==> src/rtl/clk_rst_seq_pkg.sv <==
// Shared types and limits for the clock/reset sequencer.
package clk_rst_seq_pkg;

  typedef enum logic [2:0] {
    MMCM_RST,
    WAIT_LOCK,
    STABLE,
    RELEASE,
    RUN
  } seq_state_t;

  localparam logic [7:0] LOCK_LOSS_MAX = 8'd255;
  localparam logic [3:0] RETRY_MAX     = 4'd15;

endpackage

==> src/rtl/cdc_sync_bit.sv <==
// Two-flop single-bit synchronizer for slow asynchronous level signals.
module cdc_sync_bit (
  input  logic clk,
  input  logic d,
  output logic q
);

  (* ASYNC_REG = "TRUE" *) logic meta;
  (* ASYNC_REG = "TRUE" *) logic sync;

  // Two back-to-back flops give the first stage a full cycle to resolve.
  always_ff @(posedge clk) begin
    meta <= d;
    sync <= meta;
  end

  assign q = sync;

endmodule

==> src/rtl/clk_rst_seq.sv <==
// MMCM reset driver, lock monitor and ordered domain-reset release.
module clk_rst_seq
  import clk_rst_seq_pkg::*;
#(
  parameter int LOCK_STABLE_CYC  = 1024,
  parameter int STAGE_GAP_CYC    = 16,
  parameter int NUM_STAGES       = 4,
  parameter int LOCK_TIMEOUT_CYC = 1048576,
  parameter int MMCM_RST_CYC     = 8
) (
  input  logic                  sys_clk,
  input  logic                  sys_rst,
  input  logic                  locked_i,
  output logic                  mmcm_rst_o,
  output logic [NUM_STAGES-1:0] rst_o,
  output logic                  ready_o,
  output logic [7:0]            lock_loss_cnt_o,
  output logic [3:0]            retry_cnt_o
);

  localparam int MW = $clog2(MMCM_RST_CYC + 1);
  localparam int TW = $clog2(LOCK_TIMEOUT_CYC + 1);
  localparam int SW = $clog2(LOCK_STABLE_CYC + 1);
  localparam int GW = $clog2(STAGE_GAP_CYC + 1);

  // The edge entering a state already counts as that state's first cycle,
  // so pulse/timeout/gap terminate one short of their parameter; the stable
  // counter starts at 1 and therefore compares against the full value.
  localparam logic [MW-1:0] MMCM_LAST   = MW'(MMCM_RST_CYC - 1);
  localparam logic [TW-1:0] TMO_LAST    = TW'(LOCK_TIMEOUT_CYC - 1);
  localparam logic [SW-1:0] STABLE_LAST = SW'(LOCK_STABLE_CYC);
  localparam logic [GW-1:0] GAP_LAST    = GW'(STAGE_GAP_CYC - 1);

  logic                  locked_s;
  seq_state_t            state, state_nxt;
  logic [MW-1:0]         mmcm_cnt, mmcm_cnt_nxt;
  logic [TW-1:0]         tmo_cnt, tmo_cnt_nxt;
  logic [SW-1:0]         stable_cnt, stable_cnt_nxt;
  logic [GW-1:0]         gap_cnt, gap_cnt_nxt;
  logic                  mmcm_rst_nxt;
  logic [NUM_STAGES-1:0] rst_nxt;
  logic                  ready_nxt;
  logic [7:0]            lock_loss_nxt;
  logic [3:0]            retry_nxt;

  cdc_sync_bit u_lock_sync (
    .clk (sys_clk),
    .d   (locked_i),
    .q   (locked_s)
  );

  // State, counters and all outputs are registered here.
  always_ff @(posedge sys_clk) begin
    if (sys_rst) begin
      state           <= MMCM_RST;
      mmcm_cnt        <= '0;
      tmo_cnt         <= '0;
      stable_cnt      <= '0;
      gap_cnt         <= '0;
      mmcm_rst_o      <= 1'b1;
      rst_o           <= '1;
      ready_o         <= 1'b0;
      lock_loss_cnt_o <= '0;
      retry_cnt_o     <= '0;
    end else begin
      state           <= state_nxt;
      mmcm_cnt        <= mmcm_cnt_nxt;
      tmo_cnt         <= tmo_cnt_nxt;
      stable_cnt      <= stable_cnt_nxt;
      gap_cnt         <= gap_cnt_nxt;
      mmcm_rst_o      <= mmcm_rst_nxt;
      rst_o           <= rst_nxt;
      ready_o         <= ready_nxt;
      lock_loss_cnt_o <= lock_loss_nxt;
      retry_cnt_o     <= retry_nxt;
    end
  end

  // Next-state and next-output logic; a lock drop always wins over a count.
  always_comb begin
    state_nxt      = state;
    mmcm_cnt_nxt   = mmcm_cnt;
    tmo_cnt_nxt    = tmo_cnt;
    stable_cnt_nxt = stable_cnt;
    gap_cnt_nxt    = gap_cnt;
    mmcm_rst_nxt   = mmcm_rst_o;
    rst_nxt        = rst_o;
    ready_nxt      = ready_o;
    lock_loss_nxt  = lock_loss_cnt_o;
    retry_nxt      = retry_cnt_o;

    case (state)
      MMCM_RST: begin
        if (mmcm_cnt == MMCM_LAST) begin
          state_nxt    = WAIT_LOCK;
          mmcm_rst_nxt = 1'b0;
          tmo_cnt_nxt  = '0;
        end else begin
          mmcm_cnt_nxt = mmcm_cnt + MW'(1);
        end
      end
      WAIT_LOCK: begin
        if (locked_s) begin
          state_nxt      = STABLE;
          stable_cnt_nxt = SW'(1);
        end else if (tmo_cnt == TMO_LAST) begin
          state_nxt    = MMCM_RST;
          mmcm_rst_nxt = 1'b1;
          mmcm_cnt_nxt = '0;
          if (retry_cnt_o != RETRY_MAX) retry_nxt = retry_cnt_o + 4'd1;
        end else begin
          tmo_cnt_nxt = tmo_cnt + TW'(1);
        end
      end
      STABLE: begin
        if (!locked_s) begin
          state_nxt   = WAIT_LOCK;
          tmo_cnt_nxt = '0;
        end else if (stable_cnt == STABLE_LAST) begin
          state_nxt   = RELEASE;
          gap_cnt_nxt = '0;
        end else begin
          stable_cnt_nxt = stable_cnt + SW'(1);
        end
      end
      RELEASE, RUN: begin
        if (!locked_s) begin
          state_nxt   = WAIT_LOCK;
          tmo_cnt_nxt = '0;
          rst_nxt     = '1;
          ready_nxt   = 1'b0;
          if (lock_loss_cnt_o != LOCK_LOSS_MAX) lock_loss_nxt = lock_loss_cnt_o + 8'd1;
        end else if (state == RELEASE) begin
          if (gap_cnt == GAP_LAST) begin
            gap_cnt_nxt = '0;
            // Shifting a zero in from bit 0 releases stages strictly in ascending order.
            rst_nxt = rst_o << 1;
            if (rst_nxt == '0) begin
              state_nxt = RUN;
              ready_nxt = 1'b1;
            end
          end else begin
            gap_cnt_nxt = gap_cnt + GW'(1);
          end
        end
      end
      default: begin
        state_nxt    = MMCM_RST;
        mmcm_rst_nxt = 1'b1;
        mmcm_cnt_nxt = '0;
        rst_nxt      = '1;
        ready_nxt    = 1'b0;
      end
    endcase
  end

endmodule

==> config.mk <==
export PLATFORM = sky130hd
export DESIGN_NAME = clk_rst_seq
export DESIGN_NICKNAME = d
export VERILOG_FILES = /design/src/rtl/clk_rst_seq_pkg.sv /design/src/rtl/cdc_sync_bit.sv /design/src/rtl/clk_rst_seq.sv
export SDC_FILE = /design/constraint.sdc
export NUM_CORES = 1
export LEC_CHECK = 0
export CELL_PAD_IN_SITES_DETAIL_PLACEMENT = 1
export CELL_PAD_IN_SITES_GLOBAL_PLACEMENT = 1
export CORE_ASPECT_RATIO = 2
export CORE_MARGIN = 5
export CORE_UTILIZATION = 41
export CTS_CLUSTER_DIAMETER = 100
export DETAILED_ROUTE_END_ITERATION = 12
export GPL_TIMING_DRIVEN = 1
export HOLD_SLACK_MARGIN = 0.1
export PLACE_DENSITY_LB_ADDON = 0.1
export SETUP_SLACK_MARGIN = 0.5
export SYNTH_ARGS = -nofsm -noshare
export SYNTH_HDL_FRONTEND = slang
export SYNTH_HIERARCHICAL = 1
export SYNTH_SLANG_ARGS = --single-unit
==> constraint.sdc <==
create_clock -name sys_clk -period 2 [get_ports sys_clk]
set_clock_uncertainty 0.15 [all_clocks]
set_input_delay 0.3 -clock sys_clk [delete_from_list [all_inputs] [get_ports sys_clk]]
set_output_delay 0.3 -clock sys_clk [all_outputs]
set_load 0.02 [all_outputs]
* Yosys cells after proc, flatten, opt, wreduce, memory -nomap -nowiden
Index checks and enable logic that the tools add are counted.
** Operators by class
- Equality and inequality tests :: 27
- Multiplexer cells :: 42
- Add/sub/neg operators :: 6
- Bitwise gates (word level) :: 3
- Reductions and logical operators :: 18
** Operators with widths (count)
- $mux W21 :: 4
- $pmux W21 S3 :: 1
- $mux W11 :: 3
- $mux W3 :: 9
- $mux W5 :: 5
- $mux W4 :: 6
- $pmux W11 S2 :: 1
- $add A21 B1 Y21 const B :: 1
- $eq A21 B20 Y1 const B :: 1
- $reduce_and A4 Y1 :: 5
- $ne A2 B2 Y1 const B :: 9
- $ne A3 B3 Y1 const B :: 4
- $pmux W3 S4 :: 1
- $pmux W4 S3 :: 1
- $add A11 B1 Y11 const B :: 1
- $eq A11 B11 Y1 const B :: 1
- $pmux W5 S2 :: 1
- $reduce_and A5 Y1 :: 2
- $add A4 B1 Y4 const B :: 2
- $add A8 B1 Y8 const B :: 1
- $ne A8 B8 Y1 const B :: 1
- $pmux W4 S2 :: 1
- $mux W1 :: 7
- $eq A3 B2 Y1 const B :: 2
- other kinds (19) :: 26
** Word-level totals
- Register bits after elaboration :: 64
- Input bits :: 3
- Output and inout bits :: 18
- Word-level logic and storage cells :: 108

* Depth between registers and ports, before layout
- Depth in word-level cells :: 6
- Gate-level depth with buffers :: 7
- Depth with buffers taken out :: 7

* Cells and area by module
Netlist, hierarchy kept.
** By module, submodules not included
- clk_rst_seq :: instances 1, area each 3338.2 um2, cells each 394, sequential area each 1241.2 um2
- cdc_sync_bit :: instances 1, area each 40.0 um2, cells each 2, sequential area each 40.0 um2

* Worst setup path before layout
No wires, ideal clock.
- Path kind :: register to register
- From :: register tmo_cnt[0]
- To :: register state[0]
- Stages on the path, launching flop included :: 7
- Buffers on the path :: 0
- Arrival :: 1731 ps
- Setup time :: 131 ps
- Path slack :: -13 ps
- Period minus slack after synthesis :: 2013 ps
- Cells stage by stage :: dfxtp_1 ha_1 nand3_1 nor4_4 a21oi_1 a2111oi_0 nor3_1
** Between the ends
- Longest elaborated chain between the ends :: 3
** RTL lines
- from (decl) :: RTL line clk_rst_seq.sv:37 : logic [TW-1:0] tmo_cnt, tmo_cnt_nxt;
- from (signal assigned) :: RTL line clk_rst_seq.sv:68 : tmo_cnt <= tmo_cnt_nxt;
- $eq A21 B20 Y1 :: RTL line clk_rst_seq.sv:106 : end else if (tmo_cnt == TMO_LAST) begin
- $ne A3 B2 Y1 (no source line)
- $reduce_and A6 Y1 (no source line)
- to (signal assigned) :: RTL line clk_rst_seq.sv:66 : state <= state_nxt;
- to (decl) :: RTL line clk_rst_seq.sv:35 : seq_state_t state, state_nxt;
No other way between the ends.
A chain may end at the register's enable or synchronous reset.

* Worst setup path after layout
- From :: register tmo_cnt[2]
- To :: register tmo_cnt[17]
** Between the ends
- Longest elaborated chain between the ends :: 4
** RTL lines
- $add A21 B1 Y21 :: RTL line clk_rst_seq.sv:112 : tmo_cnt_nxt = tmo_cnt + TW'(1);
- $mux W21 :: RTL line clk_rst_seq.sv:106
- $mux W21 :: RTL line clk_rst_seq.sv:103 : if (locked_s) begin
- $pmux W21 S3 :: RTL line clk_rst_seq.sv:92 : case (state)
Parallel ways exist; a longest one is shown, timed or not. The select of a mux whose other input is x is not followed.

==> impl_results.md <==
* Status: finished, violations left
* Violated checks: setup timing
* Worst-path clk slew at 0.06 ns
* First-pass GRT wire length at 22500 um
* Critical path, cell by cell: buf_4 -> and4_1 -> nand4_1 -> nor2_2 -> nor4b_4 -> mux2i_1
* Logic pwr share at 0.444
* Min-Delay Path Depth at 0
* DRC errors left at 0
* Dpl cells at 539
* Power per cell area at 977 nW/um2
* Cts bufs inserted at 9
* Final ANT Viol Nets at 0
* Reg2reg path depth at 6
* Die X at 74.2 um
* Vias at 4140
* Slowest CP cell: dfxtp_1
* Routed WL at 19000 um
* Syn_area_per_cell at 8.53 um2
* Sequential power share at 0.250
* FF/Latch Area at 1370 um2
* # IOs at 21
* Critical Path End Type: flip-flop
* Most frequent cells in the layout: buf_4, buf_6, nor2_1
* Hold WC Path Type: flip-flop to flip-flop
* Avg WL per Cell at 30.9 um
* Finish-stage setup viols at 17
* Slew HR at 0.662
* Most common cell after layout, fill and taps aside: buf_4
* Max Buffers Root-to-Sink at 2
* Max H-tree Level at 3
* Sw Pwr at 2.11 mW
* Final hold violations at 0
* Utilization after layout at 0.723
* Number of synthesized register bits at 64
* DRT iter0 DRCs at 336
* Arrival time worst endpoint at 2.26 ns
* Int Power at 3.67 mW
* # fillers at 790
* EDFF count, synth at 0
* Initial antenna violation count at 0
* Worst EP required at 2.12 ns
* Synthesis Warnings at 6
* P&R area growth vs syn at 75.0%
* Syn nets at 406
* Via-to-Cell Ratio at 6.72
* Sw frac at 0.365
* IR drop worst, VDD at 0.683 mV
* DIE HEIGHT at 138 um
* Synthesized cell area at 3380 um2
* Hold slack at 0.206 ns
* Final Cycle Share at 1.07
* Clock power share at 0.307
* CTS tree: built
* Clk sinks at 64
* CP Max Fanout at 7
* Number of core rows at 47
* Overall Global Routing Usage at 0.294
* Max Transition Viols Final at 0
* Vias in the first global route at 4171
* Ys async rst share at 0
* Hold_buf cts at 0
* Initial core utilization at 0.413
* Yosys cell types at 64
* Tmin final at 2.14 ns
* Post-route setup slack at -0.141 ns
* CP Class: flip-flop to flip-flop
* Post-DP HPWL at 8150 um
* Final non-filler cell total at 616
* Sequential area share after synthesis at 0.379
* CORE AREA at 8170 um2
* RSZ-0062 raised after global routing: yes
* Leakage at 2.13 nW
* Share of cells above drive strength 1 at 0.597
* DIE AREA at 10300 um2
* Root buf cell: clkbuf_16
* Crit path launch type: flip-flop
* GR Overflow Total at 0
* Max incr delay on CP at 0.36 ns
* Cell count after synthesis at 396
* ANT cells at 0
* Main synth FF type: dfxtp_1
* Max-cap violations at 0
* Layout Nets at 524
* # port buffers at 20
* Pin count of the biggest net entering global routing at 17
* First-pass detailed-route iteration total at 5
* Worst-Skew Late Latency at 0.35 ns
* Area of the multi-input gates at 2940 um2
* Slew of the pin with the lowest slew margin at 0.505 ns
* Peak Freq at 467 MHz
* Final GP Congestion at 0.849
==> worst max-delay path: cells and delay by family, from the launching register on <==
kind / cells / cell delay (ns)
and+or+nand+nor: 4 / 1.14
DFF: 1 / 0.36
muxes: 1 / 0.23
buffers and inverters: 1 / 0.17
==> registers in the layout, indices dropped and copies added (netlist names) <==
name              flops
tmo_cnt              21
u_lock_sync/q         1
retry_cnt_o           4
stable_cnt           11
mmcm_rst_o            1
rst_o                 4
ready_o               1
lock_loss_cnt_o       8
mmcm_cnt              4
gap_cnt               5
state                 3
u_lock_sync/meta      1
==> final cells by class <==
cell class                      count  area share
Tap cell                           98      0.0207
Inverter                            7     0.00487
Clock buffer                       12      0.0434
Clock inverter                      3      0.0110
Multi-Input combinational cell    311       0.498
Timing Repair Buffer              121       0.190
Sequential cell                    64       0.232
==> path summary, 6_finish.rpt <==
kind                                                  to  slack [ns]                      from
worst max-delay path            tmo_cnt[17]$_SDFFE_PP0P_       -0.14   tmo_cnt[2]$_SDFFE_PP0P_
worst min-delay path               u_lock_sync/q$_DFF_P_        0.21  u_lock_sync/meta$_DFF_P_
worst min register to register     u_lock_sync/q$_DFF_P_        0.21  u_lock_sync/meta$_DFF_P_
worst max register to register  tmo_cnt[17]$_SDFFE_PP0P_       -0.14   tmo_cnt[2]$_SDFFE_PP0P_
==> metrics by stage <==
stage	worst slack (ns)	instance area (um2)	TNS [ns]	total power, mW
finish	-0.141	5910	-0.577	5.78
global route	-0.298	5910	-1.98	5.91
CTS	0.0278	5260	0	4.99
detailed placement	-0.0396	4230	-0.0396	2.69
global placement	0.0452	4230	0	2.65
floorplan	0.114	3720	0	2.33
==> power groups by stage <==
stage	registers, mW	logic, mW	clock network, mW
global route	1.45	2.63	1.83
CTS	1.43	1.82	1.74
floorplan	1.44	0.898	0
global placement	1.47	1.19	0
detailed placement	1.47	1.22	0
finish	1.44	2.56	1.77
==> layer usage <==
metal  track usage  share of wire
met4         0.204          0.081
met3        0.0596          0.045
met1         0.263           0.33
met5             0              0
met2         0.548           0.54
==> cell usage after synthesis, types with 2 or more instances <==
master     number  area (um2)
and3_1          8        50.1
inv_1           7        26.3
buf_2           4        20.0
o311a_1         2        20.0
nor2_2          2        12.5
and3b_1         2        17.5
and4_1          2        17.5
ha_1            7        87.6
a31oi_1         8        50.1
nand4bb_1       2        22.5
o21ai_0        17        85.1
dfxtp_1        64        1280
nor2_1         48         180
nand2b_1        4        25.0
clkbuf_1        9        33.8
nor3b_1         8        60.1
nand2_1        24        90.1
o22ai_1         2        12.5
mux2i_1         4        40.0
o21a_1          3        22.5
or4_1           7        52.6
xor2_1         17         149
nand3_1        20         100
o2111ai_1       2        17.5
nor4b_1         3        26.3
a311oi_1        3        26.3
nor3_1         11        55.1
xnor2_1         4        35.0
nand4_1        18         113
or3_1           6        37.5
o31ai_1         9        67.6
or2_2           6        37.5
a211oi_1        4        30.0
nand3b_1        4        30.0
a21oi_1        22         110
nand4b_1        3        26.3
o311ai_0        3        26.3
==> timing repair <==
item / CTS / global route
resized for setup: 156 / 112
gates cloned: 2 / 0
setup buffers: 33 / 27
endpoints found under the setup margin: 80 / 70
pin swaps: 49 / 44
==> cell families (layout without fill, tap and decap cells) <==
kind of cell | after synthesis | in the layout | synth area share
compound gates | 90 | 90 | 0.183
xor+xnor | 21 | 21 | 0.0544
flops | 64 | 64 | 0.379
fa+ha+maj | 7 | 7 | 0.0259
mux | 4 | 4 | 0.0119
simple gates | 187 | 189 | 0.313
buf+inv | 23 | 143 | 0.0333
(Power assumes the default switching activity.)
